### src/rtl/muldiv_unit.sv
// Iterative multiply/divide unit: radix-2 shift-add multiply, restoring divide.
// Every op, including divide-by-zero, takes 33 cycles from start to valid hi/lo.
module muldiv_unit #(
    parameter int WIDTH = 32
) (
    input  logic             clk,
    input  logic             reset,
    input  logic             start,
    input  logic [1:0]       op,
    input  logic [WIDTH-1:0] A,
    input  logic [WIDTH-1:0] B,
    output logic             busy,
    output logic             done,
    output logic [WIDTH-1:0] hi,
    output logic [WIDTH-1:0] lo
);

    // state  | meaning
    // S_IDLE | waiting for start, busy=0
    // S_CALC | WIDTH shift-add / shift-subtract iterations
    // S_FIX  | sign correction, hi/lo write, done pulse
    typedef enum logic [1:0] {S_IDLE, S_CALC, S_FIX} state_t;

    localparam int CW = $clog2(WIDTH);
    localparam logic [CW-1:0] LAST = CW'(WIDTH - 1);

    state_t            state_q;
    logic [CW-1:0]     cnt_q;
    logic              is_div_q;
    logic              sign_a_q;
    logic              sign_b_q;
    logic              div0_q;
    logic [WIDTH-1:0]  a_q;
    logic [WIDTH-1:0]  b_q;
    logic [WIDTH-1:0]  acc_q;
    logic [WIDTH-1:0]  hi_q;
    logic [WIDTH-1:0]  lo_q;
    logic              busy_q;
    logic              done_q;

    logic              neg_a;
    logic              neg_b;
    logic [WIDTH:0]    mul_sum;
    logic [WIDTH:0]    div_shift;
    logic [WIDTH:0]    div_diff;
    logic [2*WIDTH-1:0] prod;
    logic [2*WIDTH-1:0] prod_fix;
    logic [WIDTH-1:0]  acc_d;
    logic [WIDTH-1:0]  a_d;
    logic [WIDTH-1:0]  hi_d;
    logic [WIDTH-1:0]  lo_d;

    assign neg_a = A[WIDTH-1] & ~op[0];
    assign neg_b = B[WIDTH-1] & ~op[0];

    always_comb begin
        mul_sum   = {1'b0, acc_q} + (a_q[0] ? {1'b0, b_q} : '0);
        div_shift = {acc_q, a_q[WIDTH-1]};
        div_diff  = div_shift - {1'b0, b_q};
        acc_d     = acc_q;
        a_d       = a_q;
        if (is_div_q) begin
            // Borrow out of the WIDTH+1-bit subtract means the divisor did not fit.
            if (!div_diff[WIDTH]) begin
                acc_d = div_diff[WIDTH-1:0];
                a_d   = {a_q[WIDTH-2:0], 1'b1};
            end else begin
                acc_d = div_shift[WIDTH-1:0];
                a_d   = {a_q[WIDTH-2:0], 1'b0};
            end
        end else begin
            acc_d = mul_sum[WIDTH:1];
            a_d   = {mul_sum[0], a_q[WIDTH-1:1]};
        end
    end

    always_comb begin
        prod     = {acc_q, a_q};
        prod_fix = (sign_a_q ^ sign_b_q) ? -prod : prod;
        hi_d     = prod_fix[2*WIDTH-1:WIDTH];
        lo_d     = prod_fix[WIDTH-1:0];
        if (is_div_q) begin
            // With B=0 the remainder chain just shifts |A| through, so hi=A falls out.
            hi_d = sign_a_q ? -acc_q : acc_q;
            if (div0_q) begin
                lo_d = '1;
            end else begin
                lo_d = (sign_a_q ^ sign_b_q) ? -a_q : a_q;
            end
        end
    end

    always_ff @(posedge clk or posedge reset) begin
        if (reset) begin
            state_q  <= S_IDLE;
            cnt_q    <= '0;
            is_div_q <= 1'b0;
            sign_a_q <= 1'b0;
            sign_b_q <= 1'b0;
            div0_q   <= 1'b0;
            a_q      <= '0;
            b_q      <= '0;
            acc_q    <= '0;
            hi_q     <= '0;
            lo_q     <= '0;
            busy_q   <= 1'b0;
            done_q   <= 1'b0;
        end else begin
            done_q <= 1'b0;
            case (state_q)
                S_IDLE: begin
                    if (start) begin
                        is_div_q <= op[1];
                        sign_a_q <= neg_a;
                        sign_b_q <= neg_b;
                        div0_q   <= (B == '0);
                        a_q      <= neg_a ? -A : A;
                        b_q      <= neg_b ? -B : B;
                        acc_q    <= '0;
                        cnt_q    <= '0;
                        busy_q   <= 1'b1;
                        state_q  <= S_CALC;
                    end
                end
                S_CALC: begin
                    acc_q <= acc_d;
                    a_q   <= a_d;
                    if (cnt_q == LAST) begin
                        state_q <= S_FIX;
                    end else begin
                        cnt_q <= cnt_q + CW'(1);
                    end
                end
                S_FIX: begin
                    hi_q    <= hi_d;
                    lo_q    <= lo_d;
                    done_q  <= 1'b1;
                    busy_q  <= 1'b0;
                    state_q <= S_IDLE;
                end
                default: state_q <= S_IDLE;
            endcase
        end
    end

    assign busy = busy_q;
    assign done = done_q;
    assign hi   = hi_q;
    assign lo   = lo_q;

endmodule

### config.mk
export PLATFORM = sky130hd
export DESIGN_NAME = muldiv_unit
export DESIGN_NICKNAME = d
export VERILOG_FILES = /design/src/rtl/muldiv_unit.sv
export SDC_FILE = /design/constraint.sdc
export NUM_CORES = 1
export LEC_CHECK = 0
export ABC_CLOCK_PERIOD_IN_PS = 6050
export BUFFER_PORTS_ARGS = -buffer_cell sky130_fd_sc_hd__buf_4
export CAP_MARGIN = 15
export CORE_MARGIN = 2
export CORE_UTILIZATION = 55
export DETAILED_ROUTE_END_ITERATION = 7
export GPL_TIMING_DRIVEN = 0
export HOLD_SLACK_MARGIN = 0.12
export PLACE_DENSITY = 0.74
export SYNTH_ARGS = -nofsm -noshare
export SYNTH_HDL_FRONTEND = slang
export SYNTH_SLANG_ARGS = --single-unit
### constraint.sdc
create_clock -name clk -period 6.05 [get_ports clk]
set_clock_uncertainty 0.15 [all_clocks]
set_input_delay 0.605 -clock clk [delete_from_list [all_inputs] [get_ports clk]]
set_output_delay 0.605 -clock clk [all_outputs]
set_load 0.01 [all_outputs]
==> results.ini <==
[drt]
drt_iter0_drc = 1434
drc = 0
wl_per_cell_um = 18.37
drtPass1Iterations = 6
drt-total-wl_um = 39700
via_count_of_the_routed_design = 12930
postRouteAntennaNets = 0
post_drt_via_cell_ratio = 5.984

[clocking]
post_cts_hold_buffer_count = 1
clock_tree.root_cell = sky130_fd_sc_hd__clkbuf_16
cts_tree = done
cts-resized-gates = 0
clock_insertion_delay_worst_skew_ns = 0.45
clock_path_buffers = 2
clock_sink_count = 173
cts_max_level = 4
post_cts_buffers = 0
cts.reportedPaths.clkPinSlew_ns = 0.08
number_of_buffers_created_by_cts = 17

[critical_path]
cp_max_fo = 10
critical-path-top-delay-family = compound AO/OA/AOI/OAI gates
timing.critical_path.arrival_ns = 5.41
startpoint_type = flop
r2r_setup_slack_ns = 0.80
critPathRequiredTime_ns = 6.21
regToRegEndpoint = acc_q[22]$_DFFE_PP0P_
setup.worst_path.class = reg2reg
buf_inv_stages_crit_path = 2
reg2regPathDepth = 14
cell_with_the_largest_stage_delay_on_the_worst_path = sky130_fd_sc_hd__clkbuf_1
crit_path_end_kind = flop
crit_path_cell_trace = inv_1 -> ha_1 -> fa_1 -> nand2b_1 -> a21oi_1 -> o21ai_1 -> a21oi_1 -> o211ai_1 -> a211oi_1 -> o21ai_1 -> nand4_1 -> clkbuf_1 -> mux2i_1 -> o21ai_0
worstReg2RegStart = a_q[31]$_DFFE_PP0P_
critical-path-max-stage-delay_ns = 0.80

[min_path]
holdPathStages = 3
worst_hold_path_type = in2reg
hold_end = is_div_q$_DFFE_PP0P_
min-delay-start = op[1]

[placement]
gp_congestion = 0.9433
port_buffers = 134
post-dp-hpwl_um = 30790
placed_cells = 2128

[yosys]
synth-async-reset-ratio_pct = 100.0
synth.cell_area_um2 = 13350
synth.largest_area_cell = sky130_fd_sc_hd__dfrtp_1
synth_seq_area_share_pct = 32.43
yosys_warnings = 0
synth-seq-cells = 173
synth_fp_nets = 1810
synth_top_area_share_pct = 32.43
syn_area_per_cell_um2 = 7.999
synth_top_cells_by_area = sky130_fd_sc_hd__dfrtp_1 (32%), sky130_fd_sc_hd__o21ai_0 (6.9%), sky130_fd_sc_hd__ha_1 (6.6%), sky130_fd_sc_hd__nand2_1 (5.9%), sky130_fd_sc_hd__xor2_1 (5.8%)
post_synth_num_cell_types = 68
netlist_instances = 1669
synth-edff-count = 0
synth_top_flop_cell = sky130_fd_sc_hd__dfrtp_1

[global_routing]
largest_net_degree_at_the_start_of_global_routing = 106
grt-busiest-layer = met1
first_global_vias = 12290
grt_first_pass_wirelength_um = 64360
globalRouteMet2Util_pct = 45.45
gr-total-overflow = 0
grt_util_met3_pct = 6.857
grt_antenna_before_repair = 0
grt_util_all_layers_pct = 31.21
groute.layer.met1.usage_pct = 46.77

[die]
design.core.area_um2 = 24110
start_util_pct = 55.38
die_width_um = 159.8
floorplan.die_area_um2 = 25540
chipHeight_um = 159.8
io_pins = 135
std_cell_rows = 57

[status]
outcome = finished clean

[power_and_ir_drop]
ir_drop_v = 0.0002510
total_leakage_power_nw = 6.997
design_power_total_mw = 9.763
pwr_density_cell_nw_per_um2 = 632.3

[cells_and_area]
area_delta_synth_final_pct = 15.66
n_antenna_cell = 0
layoutNonFillerInstCount = 2161
layout_common_cells = sky130_fd_sc_hd__nand2_1 (211), sky130_fd_sc_hd__o21ai_0 (184), sky130_fd_sc_hd__dfrtp_1 (173)
final_layout_size_suffix_gt1_share_pct = 10.18
mostFrequentLayoutCell = sky130_fd_sc_hd__nand2_1
num-nets-final = 1965

[sta]
hold_violations = 0
timing.final.max_slew_violations = 0
fmaxAchievable_mhz = 190.5
final.min_clock_period_ns = 5.249
timing.final.setup_violations = 0
tightestPinTransition_ns = 0.9880
final.setup.tns_ns = 0
grt_setup_unrepaired = no
max-slew-margin-rel_pct = 34.13
period_share_pct = 86.76

[job]
max_cap_viol_count = 0

[worst reg2reg max path, stage by stage, from the launching register on]
cell and delay [ns]:
sky130_fd_sc_hd__dfrtp_1 0.43, sky130_fd_sc_hd__inv_1 0.17, sky130_fd_sc_hd__ha_1 0.29, sky130_fd_sc_hd__fa_1 0.45
sky130_fd_sc_hd__nand2b_1 0.21, sky130_fd_sc_hd__a21oi_1 0.25, sky130_fd_sc_hd__o21ai_1 0.18, sky130_fd_sc_hd__a21oi_1 0.30
sky130_fd_sc_hd__o211ai_1 0.18, sky130_fd_sc_hd__a211oi_1 0.58, sky130_fd_sc_hd__o21ai_1 0.11, sky130_fd_sc_hd__nand4_1 0.53
sky130_fd_sc_hd__clkbuf_1 0.81, sky130_fd_sc_hd__mux2i_1 0.36, sky130_fd_sc_hd__o21ai_0 0.11
[area by class of cell]
| cell class | instances | area (um2) |
|---|---|---|
| inverters | 70 | 270.3 |
| clock buffers | 17 | 425.4 |
| multi-input cells | 1346 | 8451 |
| clock inverters | 15 | 209.0 |
| plain buffers | 80 | 307.8 |
| well taps | 324 | 405.4 |
| repair buffers | 136 | 1044 |
| flip-flops and latches | 173 | 4329 |
| fillers | 2138 | 8665 |
[state kept, by name (all words and copies together) (netlist names), 2 cells and up]
name	cells
cnt_q	5
hi	32
state_q	2
a_q	32
b_q	32
acc_q	32
lo	32
[report_power, final]
group          leakage, nW  internal (mW)  total, mW  switching (mW)
sequential            2.23           1.65       2.32           0.668
clock                0.303          0.574       1.18           0.601
combinational         4.46           2.59       6.27            3.68
[Yosys cell counts, types with 6 or more instances]
cell	number
sky130_fd_sc_hd__nor4_1	16
sky130_fd_sc_hd__and2_1	14
sky130_fd_sc_hd__a21oi_1	138
sky130_fd_sc_hd__a21o_1	20
sky130_fd_sc_hd__o21ai_0	184
sky130_fd_sc_hd__a22oi_1	21
sky130_fd_sc_hd__clkbuf_1	77
sky130_fd_sc_hd__o21ai_1	23
sky130_fd_sc_hd__or3_1	16
sky130_fd_sc_hd__nand2_1	211
sky130_fd_sc_hd__o211ai_1	9
sky130_fd_sc_hd__o31ai_1	19
sky130_fd_sc_hd__o41ai_1	10
sky130_fd_sc_hd__nand2b_1	26
sky130_fd_sc_hd__xnor2_1	87
sky130_fd_sc_hd__a211oi_1	10
sky130_fd_sc_hd__xor2_1	89
sky130_fd_sc_hd__nand3_1	12
sky130_fd_sc_hd__nor2_1	162
sky130_fd_sc_hd__o21a_1	6
sky130_fd_sc_hd__nor3_1	28
sky130_fd_sc_hd__nor2b_1	8
sky130_fd_sc_hd__ha_1	70
sky130_fd_sc_hd__o221ai_1	8
sky130_fd_sc_hd__mux2i_1	57
sky130_fd_sc_hd__or4_1	9
sky130_fd_sc_hd__nand4_1	7
sky130_fd_sc_hd__inv_1	70
sky130_fd_sc_hd__a31oi_1	16
sky130_fd_sc_hd__dfrtp_1	173
[cell families after synthesis]
group | after synthesis | synth area share [%]
AO/OA/AOI/OAI | 498 | 21.91
AND/OR/NAND/NOR | 539 | 18.37
multiplexers | 61 | 4.611
adder cells (fa/ha/maj) | 72 | 6.860
buffers and inverters | 150 | 4.274
XOR/XNOR | 176 | 11.55
flip-flops | 173 | 32.43
[worst max path at each step]
stage | from | end | depth (start not counted)
after detailed placement | a_q[31]$_DFFE_PP0P_ | acc_q[24]$_DFFE_PP0P_ | 14
final | a_q[31]$_DFFE_PP0P_ | acc_q[22]$_DFFE_PP0P_ | 14
after CTS | a_q[31]$_DFFE_PP0P_ | acc_q[24]$_DFFE_PP0P_ | 14
after global placement | reset | b_q[21]$_DFFE_PP0P_ | 2
after floorplan | reset | a_q[0]$_DFFE_PP0P_ | 1
after global routing | a_q[31]$_DFFE_PP0P_ | acc_q[24]$_DFFE_PP0P_ | 14
[routing by layer]
layer  up-vias  wire, um
met5         -         0
met4         0       653
met3        52      3892
met2       566     16670
met1      6105     18480
li1       6208         -
[per-stage QoR]
stage	hold WS [ns]	util [%]	worst slack [ns]	cell area, um2
after global placement	0.3123	61.24	-1.362	14760
after floorplan	0.2988	-	0.6065	13350
final	0.2349	64.06	0.8010	15440
after CTS	0.2359	64.06	1.071	15440
after global routing	0.2650	64.06	0.6777	15440
after detailed placement	0.3213	61.38	1.115	14800
(Power assumes the default switching activity.)
